### src/rtl/delay_line_ctrl_if.sv
// rtl/delay_line_ctrl_if.sv - sample stream and delay-BRAM bus bundle for delay_line_ctrl
//
// Purpose: groups the dry-sample input handshake, the processed-sample output
// and the BRAM write/read port signals into one bundle.
// Signals:
//   in_valid/in_ready/in_sample   dry sample handshake (accept on valid && ready)
//   delay_samples/mix/feedback    per-sample controls, captured with the sample
//   bypass                        per-sample dry passthrough
//   out_valid/out_sample          one-cycle processed-sample pulse
//   bram_we/bram_addr1/bram_di    BRAM write port
//   bram_addr2/bram_do2           BRAM delayed-read port (1-cycle registered read)
// Modports: slave = delay engine, master = surrounding system / BRAM.

interface delay_line_ctrl_if #(
  parameter int B  = 15,
  parameter int DW = 24,
  parameter int GW = 8
);
  logic          in_valid;
  logic          in_ready;
  logic [DW-1:0] in_sample;
  logic [B-1:0]  delay_samples;
  logic [GW-1:0] mix;
  logic [GW-1:0] feedback;
  logic          bypass;
  logic          out_valid;
  logic [DW-1:0] out_sample;
  logic          bram_we;
  logic [B-1:0]  bram_addr1;
  logic [B-1:0]  bram_addr2;
  logic [31:0]   bram_di;
  logic [31:0]   bram_do2;

  modport slave (
    input  in_valid, in_sample, delay_samples, mix, feedback, bypass, bram_do2,
    output in_ready, out_valid, out_sample, bram_we, bram_addr1, bram_addr2, bram_di
  );

  modport master (
    output in_valid, in_sample, delay_samples, mix, feedback, bypass, bram_do2,
    input  in_ready, out_valid, out_sample, bram_we, bram_addr1, bram_addr2, bram_di
  );
endinterface

### src/rtl/delay_line_ctrl.sv
// rtl/delay_line_ctrl.sv - echo/delay engine owning a circular sample-delay BRAM
//
// Purpose: accepts one dry sample every 4 clocks, reads the sample written
// d_eff samples earlier, mixes it into the output (mix gain) and into the
// value written back to the buffer (feedback gain), with saturation.
// Ports:
//   i_clk   system clock, all logic on rising edge
//   i_rst   synchronous active-high reset
//   bus     delay_line_ctrl_if.slave: sample in/out handshake and BRAM ports
// Parameters: T buffer depth, B address width, DW sample width, GW gain width.

module delay_line_ctrl #(
  parameter int T  = 20000,
  parameter int B  = 15,
  parameter int DW = 24,
  parameter int GW = 8
) (
  input  logic             i_clk,
  input  logic             i_rst,
  delay_line_ctrl_if.slave bus
);

  // Product/sum width: signed sample times signed-extended unsigned gain.
  localparam int PW = DW + GW + 1;

  localparam logic [B:0]   C_T    = (B+1)'(T);
  localparam logic [B:0]   C_TM1  = (B+1)'(T - 1);
  localparam logic [B:0]   C_ONE  = (B+1)'(1);
  localparam logic [B-1:0] C_LAST = B'(T - 1);

  localparam logic signed [PW-1:0] C_MAX = {{(PW-DW+1){1'b0}}, {(DW-1){1'b1}}};
  localparam logic signed [PW-1:0] C_MIN = {{(PW-DW+1){1'b1}}, {(DW-1){1'b0}}};

  typedef enum logic [1:0] {
    S_IDLE,
    S_RD,
    S_MAC,
    S_WR
  } state_t;

  state_t r_state;
  state_t w_next;

  logic w_accept;
  logic w_in_ready;
  logic w_out_valid;
  logic w_we;

  logic [B-1:0]         r_wr_ptr;
  logic [B-1:0]         r_rd_addr;
  logic signed [DW-1:0] r_x;
  logic [GW-1:0]        r_mix;
  logic [GW-1:0]        r_fb;
  logic                 r_bypass;
  logic signed [DW-1:0] r_out;
  logic signed [DW-1:0] r_wr;

  function automatic logic signed [DW-1:0] f_sat(input logic signed [PW-1:0] v);
    if (v > C_MAX) begin
      f_sat = C_MAX[DW-1:0];
    end else if (v < C_MIN) begin
      f_sat = C_MIN[DW-1:0];
    end else begin
      f_sat = v[DW-1:0];
    end
  endfunction

  // ---------------------------------------------------------------------------
  // Read address: effective delay clamped to [1, T-1] so the read never hits
  // the slot being written this sample.
  // ---------------------------------------------------------------------------
  logic [B:0] w_dly_e;
  logic [B:0] w_deff_e;
  logic [B:0] w_ptr_e;
  logic [B:0] w_rd_e;

  assign w_dly_e  = {1'b0, bus.delay_samples};
  assign w_deff_e = (w_dly_e == '0)   ? C_ONE :
                    (w_dly_e >= C_T)  ? C_TM1 : w_dly_e;
  assign w_ptr_e  = {1'b0, r_wr_ptr};
  // Result is always < T, so the extra top bit is zero.
  assign w_rd_e   = (w_ptr_e >= w_deff_e) ? (w_ptr_e - w_deff_e)
                                          : (w_ptr_e + C_T - w_deff_e);

  // ---------------------------------------------------------------------------
  // MAC: gains are unsigned Q0.8; the arithmetic shift floors toward -inf.
  // ---------------------------------------------------------------------------
  logic signed [DW-1:0] w_d;
  logic signed [GW:0]   w_mix_s;
  logic signed [GW:0]   w_fb_s;
  logic signed [PW-1:0] w_wet_prod;
  logic signed [PW-1:0] w_fb_prod;
  logic signed [PW-1:0] w_wet;
  logic signed [PW-1:0] w_fbv;
  logic signed [PW-1:0] w_out_sum;
  logic signed [PW-1:0] w_wr_sum;
  logic signed [DW-1:0] w_out_sat;
  logic signed [DW-1:0] w_wr_sat;

  assign w_d        = $signed(bus.bram_do2[DW-1:0]);
  assign w_mix_s    = $signed({1'b0, r_mix});
  assign w_fb_s     = $signed({1'b0, r_fb});
  assign w_wet_prod = PW'(w_d) * PW'(w_mix_s);
  assign w_fb_prod  = PW'(w_d) * PW'(w_fb_s);
  assign w_wet      = w_wet_prod >>> GW;
  assign w_fbv      = w_fb_prod >>> GW;
  assign w_out_sum  = PW'(r_x) + w_wet;
  assign w_wr_sum   = PW'(r_x) + w_fbv;
  assign w_out_sat  = f_sat(w_out_sum);
  assign w_wr_sat   = f_sat(w_wr_sum);

  // Upper BRAM word bits only carry sign extension; the read address top bit
  // is structurally zero.
  logic [32-DW:0] w_unused_bits;
  assign w_unused_bits = {bus.bram_do2[31:DW], w_rd_e[B]};

  // ---------------------------------------------------------------------------
  // FSM
  // ---------------------------------------------------------------------------
  always_ff @(posedge i_clk) begin
    if (i_rst) begin
      r_state <= S_IDLE;
    end else begin
      r_state <= w_next;
    end
  end

  always_comb begin
    w_next      = r_state;
    w_accept    = 1'b0;
    w_in_ready  = 1'b0;
    w_out_valid = 1'b0;
    w_we        = 1'b0;
    case (r_state)
      S_IDLE: begin
        w_in_ready = 1'b1;
        if (bus.in_valid) begin
          w_accept = 1'b1;
          w_next   = S_RD;
        end
      end
      S_RD:  w_next = S_MAC;
      S_MAC: w_next = S_WR;
      S_WR: begin
        w_we        = 1'b1;
        w_out_valid = 1'b1;
        w_next      = S_IDLE;
      end
      default: w_next = S_IDLE;
    endcase
  end

  // ---------------------------------------------------------------------------
  // Datapath registers
  // ---------------------------------------------------------------------------
  always_ff @(posedge i_clk) begin
    if (i_rst) begin
      r_wr_ptr  <= '0;
      r_rd_addr <= '0;
      r_x       <= '0;
      r_mix     <= '0;
      r_fb      <= '0;
      r_bypass  <= 1'b0;
      r_out     <= '0;
      r_wr      <= '0;
    end else begin
      if (w_accept) begin
        r_x       <= $signed(bus.in_sample);
        r_mix     <= bus.mix;
        r_fb      <= bus.feedback;
        r_bypass  <= bus.bypass;
        r_rd_addr <= w_rd_e[B-1:0];
      end
      if (r_state == S_MAC) begin
        r_out <= r_bypass ? r_x : w_out_sat;
        r_wr  <= r_bypass ? r_x : w_wr_sat;
      end
      if (r_state == S_WR) begin
        r_wr_ptr <= (r_wr_ptr == C_LAST) ? '0 : r_wr_ptr + 1'b1;
      end
    end
  end

  assign bus.in_ready   = w_in_ready;
  assign bus.out_valid  = w_out_valid;
  assign bus.out_sample = r_out;
  assign bus.bram_we    = w_we;
  assign bus.bram_addr1 = r_wr_ptr;
  assign bus.bram_addr2 = r_rd_addr;
  assign bus.bram_di    = {{(32-DW){r_wr[DW-1]}}, r_wr};

endmodule

### src/flat_wrapper.sv
// flat-port wrapper written by rule: the top's interface ports become plain ports
module delay_line_ctrl_flat 
#(
  parameter int T  = 20000,
  parameter int B  = 15,
  parameter int DW = 24,
  parameter int GW = 8
)
  (i_clk, i_rst, bus_in_valid, bus_in_sample, bus_delay_samples, bus_mix, bus_feedback, bus_bypass, bus_bram_do2, bus_in_ready, bus_out_valid, bus_out_sample, bus_bram_we, bus_bram_addr1, bus_bram_addr2, bus_bram_di);
  delay_line_ctrl_if #(.B(B), .DW(DW), .GW(GW)) bus_i ();
  input  logic i_clk;
  input  logic i_rst;
  input wire logic [$bits(bus_i.in_valid)-1:0] bus_in_valid;
  input wire logic [$bits(bus_i.in_sample)-1:0] bus_in_sample;
  input wire logic [$bits(bus_i.delay_samples)-1:0] bus_delay_samples;
  input wire logic [$bits(bus_i.mix)-1:0] bus_mix;
  input wire logic [$bits(bus_i.feedback)-1:0] bus_feedback;
  input wire logic [$bits(bus_i.bypass)-1:0] bus_bypass;
  input wire logic [$bits(bus_i.bram_do2)-1:0] bus_bram_do2;
  output wire logic [$bits(bus_i.in_ready)-1:0] bus_in_ready;
  output wire logic [$bits(bus_i.out_valid)-1:0] bus_out_valid;
  output wire logic [$bits(bus_i.out_sample)-1:0] bus_out_sample;
  output wire logic [$bits(bus_i.bram_we)-1:0] bus_bram_we;
  output wire logic [$bits(bus_i.bram_addr1)-1:0] bus_bram_addr1;
  output wire logic [$bits(bus_i.bram_addr2)-1:0] bus_bram_addr2;
  output wire logic [$bits(bus_i.bram_di)-1:0] bus_bram_di;
  assign bus_i.in_valid = bus_in_valid;
  assign bus_i.in_sample = bus_in_sample;
  assign bus_i.delay_samples = bus_delay_samples;
  assign bus_i.mix = bus_mix;
  assign bus_i.feedback = bus_feedback;
  assign bus_i.bypass = bus_bypass;
  assign bus_i.bram_do2 = bus_bram_do2;
  assign bus_in_ready = bus_i.in_ready;
  assign bus_out_valid = bus_i.out_valid;
  assign bus_out_sample = bus_i.out_sample;
  assign bus_bram_we = bus_i.bram_we;
  assign bus_bram_addr1 = bus_i.bram_addr1;
  assign bus_bram_addr2 = bus_i.bram_addr2;
  assign bus_bram_di = bus_i.bram_di;
  delay_line_ctrl #(.T(T), .B(B), .DW(DW), .GW(GW)) u_core (.i_clk(i_clk), .i_rst(i_rst), .bus(bus_i));
endmodule
### config.mk
export PLATFORM = sky130hd
export DESIGN_NAME = delay_line_ctrl_flat
export DESIGN_NICKNAME = d
export VERILOG_FILES = /design/src/rtl/delay_line_ctrl_if.sv /design/src/rtl/delay_line_ctrl.sv /design/src/flat_wrapper.sv
export SDC_FILE = /design/constraint.sdc
export NUM_CORES = 1
export LEC_CHECK = 0
export BUFFER_PORTS_ARGS = -buffer_cell sky130_fd_sc_hd__clkbuf_2
export CAP_MARGIN = 20
export CORE_ASPECT_RATIO = 1.75
export CORE_MARGIN = 1
export CORE_UTILIZATION = 63
export DETAILED_ROUTE_END_ITERATION = 8
export GPL_ROUTABILITY_DRIVEN = 1
export PLACE_DENSITY = 0.83
export SLEW_MARGIN = 40
export SYNTH_ARGS = -nofsm -noshare
export SYNTH_HDL_FRONTEND = slang
export SYNTH_SLANG_ARGS = --single-unit
### constraint.sdc
create_clock -name i_clk -period 10.67 [get_ports i_clk]
set_input_delay 0.5335 -clock i_clk [delete_from_list [all_inputs] [get_ports i_clk]]
set_output_delay 0.5335 -clock i_clk [all_outputs]
set_load 0.01 [all_outputs]
Yosys cells after proc, flatten, opt, wreduce, memory -nomap -nowiden
Index checks and enable logic that the tools add are counted.
- register bits after elaboration: 121
- latch bits: 0
- memory bits (writable): 0
- ROM bits: 0
- input port bits: 91
- output and inout port bits: 89
- word-level logic and storage cells: 46
- memories kept: 0
- $add $sub $neg: 6
- multiply operators: 2
- div/mod/pow operators: 0
- $lt $le $gt $ge: 6
- eq/ne operators: 5
- shifts and indexed selects: 0
- multiplexer cells: 16
- bitwise operators: 0
- reductions and logical operators: 2
- operator list (kind ; number):
    $mux 24 ; 6
    $gt 33x24->1 const B ; 2
    $lt 33x24->1 const B ; 2
    $mul 24x9->33 ; 2
    $mux 15 ; 4
    $add 24x25->26 ; 2
    $sub 15x15->15 ; 2
    $ge 15x16->1 ; 1
    $logic_not 16->1 ; 1
    $add 15x1->15 const B ; 1
    $add 15x15->15 const B ; 1
    $eq 15x15->1 const B ; 1
    $ge 15x15->1 const B ; 1
    $pmux 2 s4 ; 1
    $eq 2x2->1 const B ; 2
    $mux 1 ; 4
    $eq 2x1->1 const B ; 1
    $logic_not 2->1 ; 1
    $mux 2 ; 1
    $ne 2x2->1 const B ; 1

Depth between registers and ports, before layout
Gate-level depths: netlist of run 1.
- word-level depth: 6
- depth in mapped cells: 32
- depth with buffers taken out: 29

Worst setup path after synthesis of run 1
Ideal clock, no wire load.
- path type: input to register
- start: in bus_bram_do2[12]
- end: reg u_core.r_wr[10]
- setup time: 0.091 ns
- arrival: 7.380 ns
- data required time: 10.579 ns
- slack: 3.199 ns
- cell stages on the path: 30
- path through: clkbuf_1 -> nand2_1 -> fa_1 -> inv_1 -> fa_1 -> fa_1 -> inv_1 -> fa_1 -> inv_1 -> ha_1 -> a21o_1 -> a21o_1 -> a221oi_1 -> nand3_1 -> o21ai_1 -> o2111ai_1 -> or3_1 -> a31oi_1 -> xnor2_1 -> ha_1 -> nand4_1 -> or3b_2 -> o21bai_1 -> nor2_1 -> a31oi_1 -> xnor2_1 -> a31o_2 -> buf_2 -> o21ai_0 -> a311oi_1
- word-level cells in the longest chain between the ends: 6
- elaborated cells on any way between the ends: 7
- RTL lines (item ; line ; source):
    start: declaration ; flat_wrapper.sv:19 ; input wire logic [$bits(bus_i.bram_do2)-1:0] bus_bram_do2;
    $mul 24x9->33 * ; delay_line_ctrl.sv:104 ; assign w_fb_prod = PW'(w_d) * PW'(w_fb_s);
    $add 24x25->26 * ; delay_line_ctrl.sv:108 ; assign w_wr_sum = PW'(r_x) + w_fbv;
    $lt 33x24->1 ; delay_line_ctrl.sv:61 ; end else if (v < C_MIN) begin
    $mux 24 ; delay_line_ctrl.sv:61 ;
    $mux 24 * ; delay_line_ctrl.sv:59 ; if (v > C_MAX) begin
    $mux 24 * ; delay_line_ctrl.sv:176 ; r_wr <= r_bypass ? r_x : w_wr_sat;
    end signal: assignment ; delay_line_ctrl.sv:176 ;
    end: declaration ; delay_line_ctrl.sv:56 ; logic signed [DW-1:0] r_wr;
Mark *: on every way between the ends. The rest lies on a longest branch, timed or not.
A chain may end at the register's enable or synchronous reset.

Worst setup path after layout of run 1
- start: reg u_core.r_fb[2]
- end: reg u_core.r_wr[10]
- word-level cells in the longest chain between the ends: 6
- elaborated cells on any way between the ends: 7
- RTL lines (item ; line ; source):
    start: declaration ; delay_line_ctrl.sv:53 ; logic [GW-1:0] r_fb;
    start signal: assignment ; delay_line_ctrl.sv:170 ; r_fb <= bus.feedback;
    $mul 24x9->33 * ; delay_line_ctrl.sv:104 ;
    $add 24x25->26 * ; delay_line_ctrl.sv:108 ;
    $lt 33x24->1 ; delay_line_ctrl.sv:61 ;
    $mux 24 ; delay_line_ctrl.sv:61 ;
    $mux 24 * ; delay_line_ctrl.sv:59 ;
    $mux 24 * ; delay_line_ctrl.sv:176 ;
Marked as above.

==> flow_summary.ini, run 1 <==
[placed_design]
gp_congestion = 0.9573
io_buffers = 171
dp_cells = 3157
detailedPlacementHpwl_mm = 46.52

[synthesis]
synth_top_area_share_pct = 28.61
ys.flop_type = dfxtp_1
synth_nets = 3250
avgSynthCellArea_um2 = 8.227
async_flop_share_pct = 0
synth_seq_cells = 121
syn-instance-count = 2637
syn_area_mm2 = 0.02169
netlist_top_cells_area = fa_1 29%, ha_1 12%, dfxtp_1 11%, inv_1 7.3%, and2_1 6.9%
seq_area_frac_synth_pct = 11.17
synth_top_area_cell = fa_1
synth_edf_count = 0
ys_warn_count = 0
netlist-cell-type-count = 70

[critical_path]
required_ps = 11000
arrival_ps = 9380
crit_slowest_cell = dfxtp_1
crit_path_end_kind = flop
crit_path_frequent_cell = fa_1
start_kind = flop
cpPeakStageDelay_ps = 720
critPathMaxFanout = 23
path_class = reg -> reg
r2r_cells = 29
r2r_setup_slack_ps = 1620
worstReg2RegStart = u_core.r_fb[2]$_SDFFE_PP0P_
regToRegEndpoint = u_core.r_wr[10]$_SDFFE_PP0P_

[finish]
multi_input_area_mm2 = 0.01718
seq_area_mm2 = 0.002436
area_growth_pct = 7.515
fin_nets = 3334
drive_gt1_share_pct = 9.400
post-route-util_pct = 68.90
instances_no_fill = 3191
final_common_cell = inv_1
final_cell_mix = 422 x inv_1, 357 x nand2_1, 310 x fa_1, 237 x and2_1, 211 x ha_1
fillers = 2819

[die]
die-area_mm2 = 0.03521
initial_core_util_pct = 64.09
core_area_mm2 = 0.03385
die_x_um = 142.3
die_y_um = 247.5
core.rowCount = 89
io_pins = 180

[clocking]
cts_root_buffer = clkbuf_16
cts_tree = yes
clk_pin_slew_ps = 70
cts.sinks = 121
post-cts-setup-buffer-count = 0
cts_resized = 0
cts_max_level = 4
cts_buffers = 17
clkLatencyLatePin_ps = 440
postCtsHoldBufs = 0
clockBufferDepth = 2

[sta]
setup-tns-final_ps = 0
worst_slew_pin_slew_ps = 841.0
slew_headroom_pct = 43.34
hold_viol = 0
clock-skew-final_ps = 9.213
hold_slack_ps = 307.2
period_share_pct = 84.79
min_period_ps = 9047
setup_viol = 0
maxSlewViolCount = 0
rsz0062_at_grt = no
max_freq_mhz = 110.5

[route]
wl_per_cell_um = 18.14
drc = 0
drt_wl_total_mm = 57.89
drtAntennaViolNets = 0
via_per_inst = 5.808
drtIter0Drc = 1168
num_vias = 18530
drt_pass1_iterations = 6

[global_routing]
overflow = 0
grtUsageTotal_pct = 35.07
first_global_vias = 20050
grt_pass1_wl_mm = 97.04
antenna_found_initial = 2
grt_max_degree = 75

[hold_path]
min_from = bus_mix[2]
whs_endpoint = u_core.r_mix[2]$_SDFFE_PP0P_
hold_depth = 3
hp-class = in -> reg

[pwr]
p_per_area_mw_per_mm2 = 260.2
ir_worst_vdd_uv = 469.1
p_total_uw = 6068
p_leak_uw = 0.01202

[run]
drv_cap = 0

[run_status]
status = complete, no violations
-- critical path, delay by kind of cell (launching register included) --
kind / cells / cell delay (ps)
simple gates: 8 / 1760
xor+xnor: 2 / 360
buf+inv: 4 / 460
fa+ha+maj: 6 / 2870
compound gates: 9 / 2750
flops: 1 / 720
-- through the flow --
stage	cell area (um2)	setup WS, ps
global route	23320	1193
floorplan	21690	3199
detailed placement	22740	1744
global placement	22730	1841
CTS	23310	1690
finish	23320	1623
-- power by group --
part           leakage (uW)  total (uW)  switching [uW]  internal, uW
registers          0.000994         760             175           585
logic                0.0107        4730            2940          1790
clock network      0.000283         576             264           312
total                0.0120        6070            3380          2690
-- state kept, by name, indices dropped and copies added, names as in the netlist --
signal                 count
u_core.bus.bram_addr1     15
u_core.bus.bram_addr2     15
u_core.bus.out_sample     24
u_core.r_bypass            1
u_core.r_fb                8
u_core.r_mix               8
u_core.r_state             2
u_core.r_wr               24
u_core.r_x                24
-- Yosys cell counts (10+ instances only) --
cell type / n
inv_1: 422
nand2_1: 357
fa_1: 310
and2_1: 238
ha_1: 212
nor2_1: 160
dfxtp_1: 121
a21oi_1: 119
clkbuf_1: 100
xnor2_1: 91
o21ai_0: 60
nand3_1: 41
a21o_1: 35
xor2_1: 30
a311oi_1: 26
nor3_1: 25
a211oi_1: 23
nand2b_1: 23
o21a_1: 21
o21bai_1: 21
a21boi_0: 17
a41oi_1: 12
nor2b_1: 12
o211ai_1: 12
and3_1: 11
nand4_1: 11
a311oi_2: 10
-- layer usage --
metal  vias up  GRT usage, %  share of wire [%]
met4         0         17.99                4.8
met3       166         4.264                4.9
met1      9150         38.89                 37
li1       8589             -                  -
met5         -             0                  0
met2       629         65.08                 53
-- cells by family after synthesis --
family                     count (synthesis)  synth area share, %
buffers and inverters                    543                9.666
adders and majority gates                522                40.83
AOI/OAI and AO/OA                        412                13.07
xor gates and xnor gates                 121                4.885
muxes                                      5               0.2307
and+or+nand+nor                          913                20.15
DFF                                      121                11.17
-- worst max-delay path by stage --
stage / start / to / slack, ps / cells past startpoint
2_1_floorplan: bus_bram_do2[12] / u_core.r_wr[10]$_SDFFE_PP0P_ / 3200 / 30
3_3_place_gp: u_core.r_mix[2]$_SDFFE_PP0P_ / u_core.bus.out_sample[0]$_SDFFE_PP0P_ / 1840 / 27
3_5_place_dp: u_core.r_fb[2]$_SDFFE_PP0P_ / u_core.r_wr[10]$_SDFFE_PP0P_ / 1740 / 29
4_1_cts: u_core.r_fb[2]$_SDFFE_PP0P_ / u_core.r_wr[10]$_SDFFE_PP0P_ / 1690 / 29
5_1_grt: u_core.r_fb[2]$_SDFFE_PP0P_ / u_core.r_wr[10]$_SDFFE_PP0P_ / 1190 / 29
6_report: u_core.r_fb[2]$_SDFFE_PP0P_ / u_core.r_wr[10]$_SDFFE_PP0P_ / 1620 / 29
-- final cells by class --
type / instances / area share (%)
Antenna cell: 2 / 0.02146
Multi-Input combinational cell: 1973 / 73.67
Sequential cell: 121 / 10.44
Inverter: 422 / 6.791
Clock inverter: 15 / 0.6330
Timing Repair Buffer: 186 / 4.179
Tap cell: 455 / 2.441
Clock buffer: 17 / 1.824
Note: power is estimated with default switching activity, not from simulation.
==> inputs of run 2 (changes only) <==
ABC_AREA = 1   (was default)
CORE_UTILIZATION = 58   (was 63)
PLACE_DENSITY = 0.8   (was 0.83)
clock period = 7.8 ns   (was 10.67 ns; I/O delays follow)
==> flow_summary.ini, run 2 <==
[die]
io_pins = 180
initial_core_util_pct = 59.25
die_x_um = 156.9
core_area_mm2 = 0.04108
die-area_mm2 = 0.04282
die_y_um = 273.0
core.rowCount = 98

[finish]
area_growth_pct = 6.832
fin_nets = 4269
final_common_cell = nand2_1
final_cell_mix = 936 x nand2_1, 842 x inv_1, 310 x fa_1, 238 x nor2_1, 212 x ha_1
drive_gt1_share_pct = 8.536

[critical_path]
crit_path_end_kind = flop
crit_family = adder cells
start_kind = flop
critPathLaunch = u_core.r_mix[1]$_SDFFE_PP0P_
required_ps = 8170
crit_buf_inv = 5
regToRegEndpoint = u_core.bus.out_sample[0]$_SDFFE_PP0P_
path_depth = 31
worstReg2RegStart = u_core.r_mix[1]$_SDFFE_PP0P_
r2r_cells = 31
r2r_setup_slack_ps = 540
arrival_ps = 7630
crit_path_frequent_cell = nand2_1
crit_slowest_cell = dfxtp_1
endpoint = u_core.bus.out_sample[0]$_SDFFE_PP0P_
path_class = reg -> reg
cpPeakStageDelay_ps = 780
critPathMaxFanout = 23

[route]
drtIter0Drc = 1521
drc = 0
drt_wl_total_mm = 73.88
drtAntennaViolNets = 0
num_vias = 22830
wl_per_cell_um = 17.52
via_per_inst = 5.412
drt_pass1_iterations = 5

[placed_design]
detailedPlacementHpwl_mm = 59.62
io_buffers = 171
preCtsSetupSlack_ps = 714.6
gp_congestion = 1.064

[clocking]
clkLatencyLatePin_ps = 450
post-cts-setup-buffer-count = 0
cts_buffers = 17
clk_pin_slew_ps = 70
cts_root_buffer = clkbuf_16
cts_tree = yes
clockBufferDepth = 2
postCtsHoldBufs = 0
cts_resized = 0
cts.sinks = 121
cts_max_level = 4

[sta]
max_freq_mhz = 137.7
setup_ws_ps = 535.9
setup-tns-final_ps = 0
clock-skew-final_ps = 14.87
hold_viol = 0
slew_headroom_pct = 41.88
worst_slew_pin_slew_ps = 870.6
maxSlewViolCount = 0
period_share_pct = 93.13
min_period_ps = 7264
rsz0062_at_grt = no
hold_slack_ps = 186.7
setup_viol = 0

[synthesis]
netlist-cell-type-count = 55
synth_nets = 4205
seq_area_frac_synth_pct = 9.952
syn_area_mm2 = 0.02434
ys_warn_count = 0
synth_fa_ha_area_share_pct = 36.40
synth_top_family_by_area = adder cells
async_flop_share_pct = 0
synthSimpleGateAreaFrac_pct = 23.19
syn-instance-count = 3592
synth_xor_area_share_pct = 3.778
yosysMostFrequentCell = nand2_1
ys.flop_type = dfxtp_1
synth_top_area_share_pct = 25.50
synth_edf_count = 0
synth_seq_cells = 121
synth_top_area_cell = fa_1
synthMuxAreaShare_pct = 0.04112
synth_compound_area_share_pct = 10.76
avgSynthCellArea_um2 = 6.776
netlist_top_cells_area = fa_1 25%, nand2_1 14%, inv_1 13%, ha_1 11%, dfxtp_1 10%
ys_top_cells_by_count = 937 x nand2_1, 843 x inv_1, 310 x fa_1

[run_status]
status = complete, no violations

[global_routing]
grtUsageTotal_pct = 35.96
antenna_found_initial = 2
overflow = 0
grt_pass1_wl_mm = 117.0
first_global_vias = 23060
grt_max_degree = 102

[hold_path]
hp-class = in -> reg

[run]
drv_cap = 0
==> run 2: cell types whose count changed after synthesis, moves of 58 or more <==
| cell | delta |
|---|---|
| o21ai_0 | +92 |
| nand2_1 | +580 |
| inv_1 | +421 |
| nor2_1 | +78 |
| xnor2_1 | -58 |
| a21oi_1 | +71 |
| and2_1 | -236 |
==> run 2: layer usage <==
metal / GRT usage [%] / vias to the layer above / wire, um
met5: 0 / - / 8
li1: - / 10920 / -
met3: 6.644 / 338 / 5214
met4: 32.20 / 2 / 7606
met1: 37.25 / 10620 / 25640
met2: 61.44 / 957 / 35410
==> run 2: cell type report <==
class                      count  area, um2
tap                          550      688.2
sequential                   121       2430
multi-input combinational   2471      18060
clock inverter                 7      116.4
timing repair buffer         191       1010
antenna                        1      2.502
fill                        3752      15070
clock buffer                  23      488.0
inverter                     854       3206
==> run 2: worst min path at each step <==
stage                                           from                               endpoint  slack, ps  cells after the start
2_1_floorplan         u_core.r_state[1]$_SDFFE_PP0P_         u_core.r_state[1]$_SDFFE_PP0P_        470                      2
3_3_place_gp   u_core.bus.bram_addr2[2]$_SDFFE_PP0P_  u_core.bus.bram_addr2[2]$_SDFFE_PP0P_        450                      2
3_5_place_dp   u_core.bus.bram_addr2[2]$_SDFFE_PP0P_  u_core.bus.bram_addr2[2]$_SDFFE_PP0P_        460                      2
4_1_cts                              bus_feedback[6]            u_core.r_fb[6]$_SDFFE_PP0P_        180                      3
5_1_grt                              bus_feedback[6]            u_core.r_fb[6]$_SDFFE_PP0P_        190                      3
6_report                             bus_feedback[6]            u_core.r_fb[6]$_SDFFE_PP0P_        190                      3
==> run 2: kinds of logic (layout without fill, tap and decap cells) <==
kind of cell               count (synthesis)  in the layout
and+or+nand+nor                         1384           1384
DFF                                      121            121
muxes                                      1              1
AOI/OAI and AO/OA                        459            459
other                                      0              1
xor gates and xnor gates                 105            105
buffers and inverters                   1000           1075
adders and majority gates                522            522
==> run 2: worst register-to-register path: cells and delay by family, from the launching register on <==
kind	cells	cell delay, ps
simple gates	14	1570
buf+inv	5	510
fa+ha+maj	6	2710
flops	1	780
compound gates	5	1410
xor+xnor	1	190
==> run 2: per-stage QoR <==
step	util (%)	cells	area, um2
after floorplan	-	3592	24340
after global placement	61.78	4187	25380
after detailed placement	61.81	4187	25390
after CTS	63.28	4217	25990
after global routing	63.30	4217	26000
final	63.30	4218	26000
Power of run 2 is left out: the tool's default activity adds up to more than one toggle a clock period on the data nets, which glitch-free logic cannot reach.
